<file path="src/rtl/layer_rom_arbiter.sv">
// layer_rom_arbiter
//   Serves two tile-layer ROM clients (A and B) from one shared 32-bit
//   SDRAM read channel. Each client owns a one-entry hit cache (tag + last
//   data). Misses are queued in a one-deep pending slot per client. Slots
//   are granted round-robin, with at most one memory access outstanding.
//
// Ports
//   CLK_32M            system clock, rising edge
//   reset              asynchronous active-high reset
//   flush              synchronous; invalidates both cache tags
//   a_req/a_addr       client A request pulse and 32-bit aligned byte address
//   a_rdy/a_data       client A one-cycle ready pulse and data (data holds)
//   b_*                same as a_*, for client B
//   mem_req/mem_addr   level request and byte address to the SDRAM controller
//   mem_ack/mem_data   one-cycle acknowledge and read data from the SDRAM
module layer_rom_arbiter #(
    parameter logic [24:0] BASE_ADDR = 25'h0
) (
    input  logic        CLK_32M,
    input  logic        reset,
    input  logic        flush,
    input  logic        a_req,
    input  logic [20:0] a_addr,
    output logic        a_rdy,
    output logic [31:0] a_data,
    input  logic        b_req,
    input  logic [20:0] b_addr,
    output logic        b_rdy,
    output logic [31:0] b_data,
    output logic        mem_req,
    output logic [24:0] mem_addr,
    input  logic        mem_ack,
    input  logic [31:0] mem_data
);

    typedef enum logic [0:0] {
        IDLE = 1'b0,
        WAIT = 1'b1
    } state_t;

    state_t      state_r;
    state_t      state_nxt_s;

    // Per-client state, index 0 = client A, index 1 = client B.
    logic [1:0]  req_s;
    logic [20:0] addr_s      [2];
    logic [1:0]  pend_v_r;
    logic [20:0] pend_addr_r [2];
    logic [1:0]  tag_v_r;
    logic [20:0] tag_addr_r  [2];
    logic [31:0] last_r      [2];
    logic [1:0]  fly_r;
    logic [1:0]  stale_r;
    logic [1:0]  rdy_r;
    logic [31:0] data_r      [2];

    // Shared arbitration state.
    logic        rr_last_r;     // client granted most recently (1 = B)
    logic        grant_r;       // owner of the outstanding access
    logic [20:0] iss_addr_r;    // client address of the outstanding access
    logic        mem_req_r;
    logic [24:0] mem_addr_r;

    // Decode results.
    logic        issue_s;
    logic        issue_sel_s;
    logic        ack_s;
    logic [1:0]  hit_s;
    logic [1:0]  done_s;
    logic [1:0]  stale_now_s;
    logic [1:0]  give_s;

    assign req_s     = {b_req, a_req};
    assign addr_s[0] = a_addr;
    assign addr_s[1] = b_addr;

    assign a_rdy    = rdy_r[0];
    assign b_rdy    = rdy_r[1];
    assign a_data   = data_r[0];
    assign b_data   = data_r[1];
    assign mem_req  = mem_req_r;
    assign mem_addr = mem_addr_r;

    // FSM state register.
    always_ff @(posedge CLK_32M or posedge reset) begin
        if (reset) begin
            state_r <= IDLE;
        end else begin
            state_r <= state_nxt_s;
        end
    end

    // FSM next state: grant in IDLE, wait for the acknowledge in WAIT.
    always_comb begin
        state_nxt_s = state_r;
        issue_s     = 1'b0;
        issue_sel_s = 1'b0;
        ack_s       = 1'b0;
        case (state_r)
            IDLE: begin
                if (pend_v_r[0] || pend_v_r[1]) begin
                    issue_s = 1'b1;
                    // A wins when alone, or on a tie when B went last.
                    if (pend_v_r[0] && (!pend_v_r[1] || rr_last_r)) begin
                        issue_sel_s = 1'b0;
                    end else begin
                        issue_sel_s = 1'b1;
                    end
                    state_nxt_s = WAIT;
                end else begin
                    state_nxt_s = IDLE;
                end
            end
            WAIT: begin
                if (mem_ack) begin
                    ack_s       = 1'b1;
                    state_nxt_s = IDLE;
                end else begin
                    state_nxt_s = WAIT;
                end
            end
            default: begin
                state_nxt_s = IDLE;
            end
        endcase
    end

    // Per-client decode: cache hit, completion, effective staleness, grant.
    always_comb begin
        hit_s       = 2'b00;
        done_s      = 2'b00;
        stale_now_s = 2'b00;
        give_s      = 2'b00;
        for (int i = 0; i < 2; i++) begin
            // Hit is judged against the tag as it stands before any
            // completion in this same cycle updates it.
            hit_s[i]       = req_s[i] && tag_v_r[i] &&
                             (addr_s[i] == tag_addr_r[i]) && !flush;
            done_s[i]      = ack_s && (grant_r == 1'(i));
            // A new request arriving with the own ack makes that ack stale.
            stale_now_s[i] = stale_r[i] || (req_s[i] && fly_r[i]);
            give_s[i]      = issue_s && (issue_sel_s == 1'(i));
        end
    end

    // Memory port and arbitration registers.
    always_ff @(posedge CLK_32M or posedge reset) begin
        if (reset) begin
            mem_req_r  <= 1'b0;
            mem_addr_r <= 25'h0;
            rr_last_r  <= 1'b1;
            grant_r    <= 1'b0;
            iss_addr_r <= 21'h0;
        end else begin
            if (issue_s) begin
                mem_req_r  <= 1'b1;
                mem_addr_r <= BASE_ADDR + {4'b0000, pend_addr_r[issue_sel_s]};
                rr_last_r  <= issue_sel_s;
                grant_r    <= issue_sel_s;
                iss_addr_r <= pend_addr_r[issue_sel_s];
            end else if (ack_s) begin
                mem_req_r <= 1'b0;
            end
        end
    end

    // Per-client pending slot, cache, in-flight tracking and ready outputs.
    always_ff @(posedge CLK_32M or posedge reset) begin
        if (reset) begin
            for (int i = 0; i < 2; i++) begin
                pend_v_r[i]    <= 1'b0;
                pend_addr_r[i] <= 21'h0;
                tag_v_r[i]     <= 1'b0;
                tag_addr_r[i]  <= 21'h0;
                last_r[i]      <= 32'h0;
                fly_r[i]       <= 1'b0;
                stale_r[i]     <= 1'b0;
                rdy_r[i]       <= 1'b0;
                data_r[i]      <= 32'h0;
            end
        end else begin
            for (int i = 0; i < 2; i++) begin
                rdy_r[i] <= hit_s[i] || (done_s[i] && !stale_now_s[i]);

                if (hit_s[i]) begin
                    data_r[i] <= last_r[i];
                end else if (done_s[i] && !stale_now_s[i]) begin
                    data_r[i] <= mem_data;
                end

                // A request written this cycle outranks the grant clearing.
                if (req_s[i]) begin
                    pend_v_r[i] <= !hit_s[i];
                    if (!hit_s[i]) begin
                        pend_addr_r[i] <= addr_s[i];
                    end
                end else if (give_s[i]) begin
                    pend_v_r[i] <= 1'b0;
                end

                // Completion refills the cache even after a flush.
                if (done_s[i]) begin
                    tag_v_r[i]    <= 1'b1;
                    tag_addr_r[i] <= iss_addr_r;
                    last_r[i]     <= mem_data;
                end else if (flush) begin
                    tag_v_r[i] <= 1'b0;
                end

                if (give_s[i]) begin
                    fly_r[i] <= 1'b1;
                end else if (done_s[i]) begin
                    fly_r[i] <= 1'b0;
                end

                if (done_s[i]) begin
                    stale_r[i] <= 1'b0;
                end else if (req_s[i] && fly_r[i]) begin
                    stale_r[i] <= 1'b1;
                end
            end
        end
    end

endmodule
</file>
<file path="config.mk">
export PLATFORM = sky130hd
export DESIGN_NAME = layer_rom_arbiter
export DESIGN_NICKNAME = d
export VERILOG_FILES = /design/src/rtl/layer_rom_arbiter.sv
export SDC_FILE = /design/constraint.sdc
export NUM_CORES = 1
export LEC_CHECK = 0
export CAP_MARGIN = 20
export CORE_MARGIN = 2
export CORE_UTILIZATION = 58
export DETAILED_ROUTE_END_ITERATION = 6
export PLACE_DENSITY_LB_ADDON = 0.05
export SLEW_MARGIN = 20
export SYNTH_ARGS = -nofsm -noshare
export SYNTH_HDL_FRONTEND = slang
export SYNTH_SLANG_ARGS = --single-unit
</file>
<file path="constraint.sdc">
create_clock -name CLK_32M -period 19.23 [get_ports CLK_32M]
set_input_delay 2.8845 -clock CLK_32M [delete_from_list [all_inputs] [get_ports CLK_32M]]
set_output_delay 2.8845 -clock CLK_32M [all_outputs]
set_load 0.01 [all_outputs]
</file>
==> results of run 1 <==
[Yosys cell counts, drive strengths merged, types with 7 or more instances]
library cell    n
clkbuf         24
a21oi          16
xnor2          16
dfrtp         246
o21ai          49
a222oi          7
mux2          106
buf            38
nand2         339
xor2           26
nor2           27
nand4          36
inv            10
mux2i          32
[routing by layer]
metal | vias to the layer above | track usage [%] | share of wire (%)
met3 | 41 | 4.45 | 6.8
met1 | 3918 | 38.9 | 44
li1 | 3605 | - | -
met5 | - | 0 | 0
met2 | 273 | 43.1 | 47
met4 | 0 | 7.74 | 2.1
[worst reg2reg max path, stage by stage (launching register included)]
cell and delay (ps):
dfrtp_1 480, and3_4 700, nand2_2 790, mux2i_1 430, o21ai_0 120
[cells by family (layout without fill, tap and decap cells)]
family / count (synthesis) / in the layout / share of synthesized area, %
buffers and inverters: 72 / 235 / 3.76
other: 1 / 4 / 0.0346
multiplexers: 138 / 138 / 15.6
XOR/XNOR: 42 / 42 / 3.39
AND/OR/NAND/NOR: 418 / 418 / 15.7
AO/OA/AOI/OAI: 81 / 81 / 4.40
flip-flops: 247 / 247 / 57.0
[worst min-delay path by stage]
stage	from	to	slack [ps]
floorplan	last_r[40]$_DFFE_PP0P_	last_r[40]$_DFFE_PP0P_	440
detailed placement	last_r[40]$_DFFE_PP0P_	last_r[40]$_DFFE_PP0P_	460
CTS	last_r[40]$_DFFE_PP0P_	last_r[40]$_DFFE_PP0P_	470
global placement	last_r[40]$_DFFE_PP0P_	last_r[40]$_DFFE_PP0P_	450
global route	last_r[43]$_DFFE_PP0P_	last_r[43]$_DFFE_PP0P_	500
finish	last_r[40]$_DFFE_PP0P_	last_r[40]$_DFFE_PP0P_	470
[per-stage QoR]
stage          hold WS [ps]  total power (uW)
2_1_floorplan           440              1250
3_3_place_gp            453              1550
3_5_place_dp            458              1580
4_1_cts                 472              2100
5_1_grt                 496              2220
6_report                473              2090
[sequential cells by signal, indices dropped and copies added (netlist names)]
signal	cells
iss_addr_r	21
last_r	64
pend_v_r	2
state_r	1
rr_last_r	1
b_data	32
fly_r	2
mem_req	1
stale_r	2
a_data	32
rdy_r	2
grant_r	1
pend_addr_r	42
tag_addr_r	42
tag_v_r	2
[area by class of cell]
type                    instances  area share, %
multi-input cells             683           32.0
inverters                      10          0.335
well taps                     229           2.13
repair buffers                177           13.0
flip-flops and latches        247           46.0
clock buffers                  39           5.88
clock inverters                 9          0.744
[where the power goes]
group          total, uW  switching (uW)  internal (uW)
sequential           872             142            730
combinational        707             336            371
clock                513             203            310
==> results.py, run 1 <==
metrics = {
    "clocking": {
        "clockBufferDepth": 3,
        "cts.repair.resized": 0,
        "numCtsBuffers": 26,
        "cts.htree.levels": 1,
        "clock_latency_ps": 520,
        "clock_sinks": 247,
        "cts_post_setup_buffers_inserted": 0,
        "cts_hold_buf": 0,
        "clk_pin_slew_ps": 60,
        "cts_tree": "built",
        "root_buffer": "clkbuf_16",
    },
    "setup_path": {
        "timing.rr.end": "b_data[10]$_DFFE_PP0P_",
        "cp_data_required_time_ps": 19590,
        "worst-r2r-setup-slack_ps": 16560,
        "critPathKind": "input pin to flop",
        "crit_path_start_kind": "input pin",
        "critPathMaxStageDelay_ps": 770,
        "slowest_stage": "and3_2",
        "reg2regPathDepth": 4,
        "critPathBufInv": 1,
        "crit_family": "simple AND/OR/NAND/NOR gates",
        "endpoint": "b_data[21]$_DFFE_PP0P_",
        "crit_fanout": 34,
        "worstSetupStartpoint": "b_addr[19]",
        "end_kind": "flop",
        "path_depth": 6,
        "worstPathCellList": "clkdlybuf4s50_1 -> xnor2_1 -> nand4_1 -> nor2_4 -> and3_2 -> o21ai_0",
        "crit_arrival_ps": 5510,
        "worstReg2RegStart": "grant_r$_DFFE_PP0P_",
    },
    "synth": {
        "yosys.area.top_type_share_pct": 56.8,
        "ys_seq_area_share_pct": 57.0,
        "synth_top_area_cell": "dfrtp_1",
        "ys_seq_elements": 247,
        "synthesis.area_sq_um": 10800,
        "async_reset_ff_share_pct": 100,
        "ys.flop_type": "dfrtp_1",
        "synth-edff-count": 0,
        "ys_warn_count": 0,
        "synth_area_per_cell_sq_um": 10.8,
        "synth_area_leaders": "dfrtp_1, nand2_1, mux2_4, mux2_2, mux2i_1",
        "synth_cells": 999,
        "synth_cell_types": 36,
    },
    "route": {
        "drc": 0,
        "wl_per_cell_microns": 18.9,
        "dr.pass1.iters": 6,
        "drt-initial-drc-count": 571,
        "vias": 7837,
        "postRouteAntennaNets": 0,
        "routed_wl_microns": 26300,
        "vias_per_cell": 5.62,
    },
    "final_layout": {
        "nNetsFinal": 1225,
        "final_cell_mix": "nand2_1, dfrtp_1, clkdlybuf4s50_1, mux2_2, mux2_4",
        "final_util_pct": 74.1,
        "final_area_sq_um": 13400,
        "mostFrequentLayoutCell": "nand2_1",
        "diodes": 0,
        "layout-drive-gt1-share_pct": 14.5,
        "fillers": 1310,
        "multi_input_area_sq_um": 4300,
        "area_growth_syn_to_layout_pct": 24.1,
        "ff_latch_area_sq_um": 6180,
        "fin_cells": 1394,
    },
    "timing": {
        "period_share_pct": 26.7,
        "fin_tns_setup_ps": 0,
        "rsz0062_at_grt": "no",
        "finalWorstSetupSlack_ps": 14090,
        "setup_viol": 0,
        "slew_headroom_pct": 28.9,
        "tightest_slew_ps": 1060,
        "slew_viol_final": 0,
        "fmax_mhz": 194,
        "hold_viol": 0,
        "fin_skew_ps": 12.5,
        "period_minus_slack_ps": 5140,
    },
    "placement": {
        "placed_area_sq_um": 12600,
        "dp_hpwl_microns": 16200,
        "pre_cts_slack_ps": 13150,
        "io_buffer_count": 167,
        "place_inst": 1346,
        "gp_congestion": 0.793,
    },
    "global_routing": {
        "grt_pass1_wl_microns": 42900,
        "grt_pass1_vias": 7956,
        "antenna_found_initial": 0,
        "grt_usage_pct": 27.0,
        "gr-total-overflow": 0,
        "grt_max_degree": 123,
    },
    "flow_run": {
        "cap_viol_max_count": 0,
    },
    "hold_path": {
        "hold_path.class": "flop to flop",
        "whs_path_depth": 2,
    },
    "floorplan": {
        "die_area_sq_um": 19800,
        "die_x_microns": 141,
        "std_cell_rows": 49,
        "core_region_area_sq_um": 18100,
        "pin_count": 172,
        "die_y_microns": 141,
        "initial_core_util_pct": 59.7,
    },
    "pwr": {
        "power.density_nw_per_um2": 156,
        "leakagePower_uw": 0.00652,
        "ir_drop_v": 0.0000827,
    },
    "run_status": {
        "status": "complete, no violations",
    },
}
Note: power is estimated with default switching activity, not from simulation.
==> run 2, diff against run 1 <==
Settings changed: CORE_UTILIZATION 58 to 49.
Clock period 19.23 ns to 4.2 ns, I/O delays scaled along.
==> run 2 against run 1 <==
  * Non-clock buffer count rose by 6
  * Clock power rose to 5.8 times the previous value
  * Sequential cell count unchanged
  * Highest routed layer unchanged
  * Power rose to 4.9 times the previous value
  * Largest cell class unchanged
==> results.py, run 2 (same netlist as run 1, synthesis figures left out) <==
metrics = {
    "run_status": {
        "status": "complete, no violations",
    },
    "timing": {
        "slew_headroom_pct": 35.8,
        "slew_viol_final": 0,
        "tightest_slew_ps": 962,
        "period_share_pct": 68.3,
        "period_minus_slack_ps": 2870,
        "setup_viol": 0,
        "fin_skew_ps": 20.1,
        "fin_tns_setup_ps": 0,
        "finalWorstSetupSlack_ps": 1330,
        "rsz0062_at_grt": "no",
        "hold_viol": 0,
        "fmax_mhz": 349,
    },
    "final_layout": {
        "nNetsFinal": 1231,
        "largest_reg_flops": 64,
        "fin_cells": 1451,
        "largestRegisters": "last_r: 64 flops, pend_addr_r: 42 flops, tag_addr_r: 42 flops",
        "final_cell_mix": "nand2_1, dfrtp_1, clkdlybuf4s50_1, mux2_2, mux2_4",
        "mostFrequentLayoutCell": "nand2_1",
        "top_register": "last_r",
        "final_util_pct": 63.5,
        "area_growth_syn_to_layout_pct": 27.6,
        "diodes": 0,
        "final_area_sq_um": 13800,
        "layout-drive-gt1-share_pct": 15.4,
    },
    "hold_path": {
        "hp-start": "last_r[13]$_DFFE_PP0P_",
        "hold_path.class": "flop to flop",
    },
    "setup_path": {
        "crit_arrival_ps": 3280,
        "critPathKind": "input pin to flop",
        "crit_path_start_kind": "input pin",
        "worstReg2RegStart": "tag_addr_r[15]$_DFFE_PP0P_",
        "crit_fanout": 22,
        "end_kind": "flop",
        "cp_data_required_time_ps": 4620,
        "worstSetupStartpoint": "b_addr[3]",
    },
    "pwr": {
        "ir_drop_v": 0.000343,
        "leakagePower_uw": 0.00666,
        "power.density_nw_per_um2": 736,
    },
    "route": {
        "postRouteAntennaNets": 0,
        "wl_per_cell_microns": 18.6,
        "drc": 0,
        "vias_per_cell": 5.29,
        "vias": 7683,
        "dr.pass1.iters": 5,
        "drt-initial-drc-count": 428,
        "routed_wl_microns": 26900,
    },
    "clocking": {
        "root_buffer": "clkbuf_16",
        "clk_pin_slew_ps": 70,
        "numCtsBuffers": 26,
        "cts_tree": "built",
        "cts_hold_buf": 0,
        "clock_latency_ps": 530,
        "cts_post_setup_buffers_inserted": 0,
        "clockBufferDepth": 3,
        "cts.repair.resized": 0,
        "clock_sinks": 247,
        "cts.htree.levels": 1,
    },
    "global_routing": {
        "grt_pass1_wl_microns": 44000,
        "antenna_found_initial": 0,
        "grt_pass1_vias": 7884,
        "grt_usage_pct": 23.4,
        "grt_max_degree": 93,
        "gr-total-overflow": 0,
    },
    "floorplan": {
        "initial_core_util_pct": 49.8,
        "core_region_area_sq_um": 21800,
        "pin_count": 172,
        "die_x_microns": 153,
        "die_y_microns": 153,
        "die_area_sq_um": 23300,
        "std_cell_rows": 54,
    },
    "placement": {
        "placed_area_sq_um": 12700,
        "io_buffer_count": 167,
        "pre_cts_slack_ps": 818,
        "gp_congestion": 0.754,
        "dp_hpwl_microns": 17100,
        "place_inst": 1403,
    },
    "flow_run": {
        "cap_viol_max_count": 0,
    },
}
run 2: path summary, 6_finish.rpt:
path | to | slack, ps | cells past startpoint
setup / recovery | pend_addr_r[20]$_DFFE_PP0P_ | 1330 | 7
hold / removal | last_r[13]$_DFFE_PP0P_ | 470 | 2
setup reg to reg | pend_addr_r[20]$_DFFE_PP0P_ | 1500 | 6
hold reg to reg | last_r[13]$_DFFE_PP0P_ | 470 | 2
max in group asynchronous | last_r[56]$_DFFE_PP0P_ | 2660 | 3
min in group asynchronous | b_data[3]$_DFFE_PP0P_ | 570 | 2
run 2: power breakdown:
part | switching, uW | leakage, uW | internal (uW)
Combinational | 1520 | 0.00309 | 1700
Clock | 995 | 0.000536 | 1990
Sequential | 629 | 0.00302 | 3340
run 2: per-stage QoR:
stage | total power (uW) | hold WS, ps
5_1_grt | 10800 | 488
3_5_place_dp | 7250 | 459
3_3_place_gp | 7170 | 455
4_1_cts | 10300 | 476
2_1_floorplan | 5730 | 440
6_report | 10200 | 474
run 2: critical path, stage by stage:
cell,delay (ps)
clkdlybuf4s50_1,450
xor2_1,180
nor4_1,530
and4_1,320
buf_4,280
a21bo_4,490
mux2_2,390
run 2: cell type report:
class                           count  area (sq um)
Inverter                           10          41.3
Clock inverter                     20           439
Multi-Input combinational cell    683          4290
Timing Repair Buffer              183          1830
Tap cell                          280           350
Sequential cell                   247          6180
Fill cell                        1778          7930
Clock buffer                       28           689
run 2: metal layers:
| metal | vias up | GRT usage, % | share of wire, % |
|---|---|---|---|
| li1 | 3620 | - | - |
| met1 | 3837 | 34.2 | 47 |
| met2 | 190 | 37.3 | 47 |
| met3 | 36 | 3.13 | 4.9 |
| met4 | 0 | 5.60 | 1.9 |
| met5 | - | 0 | 0 |
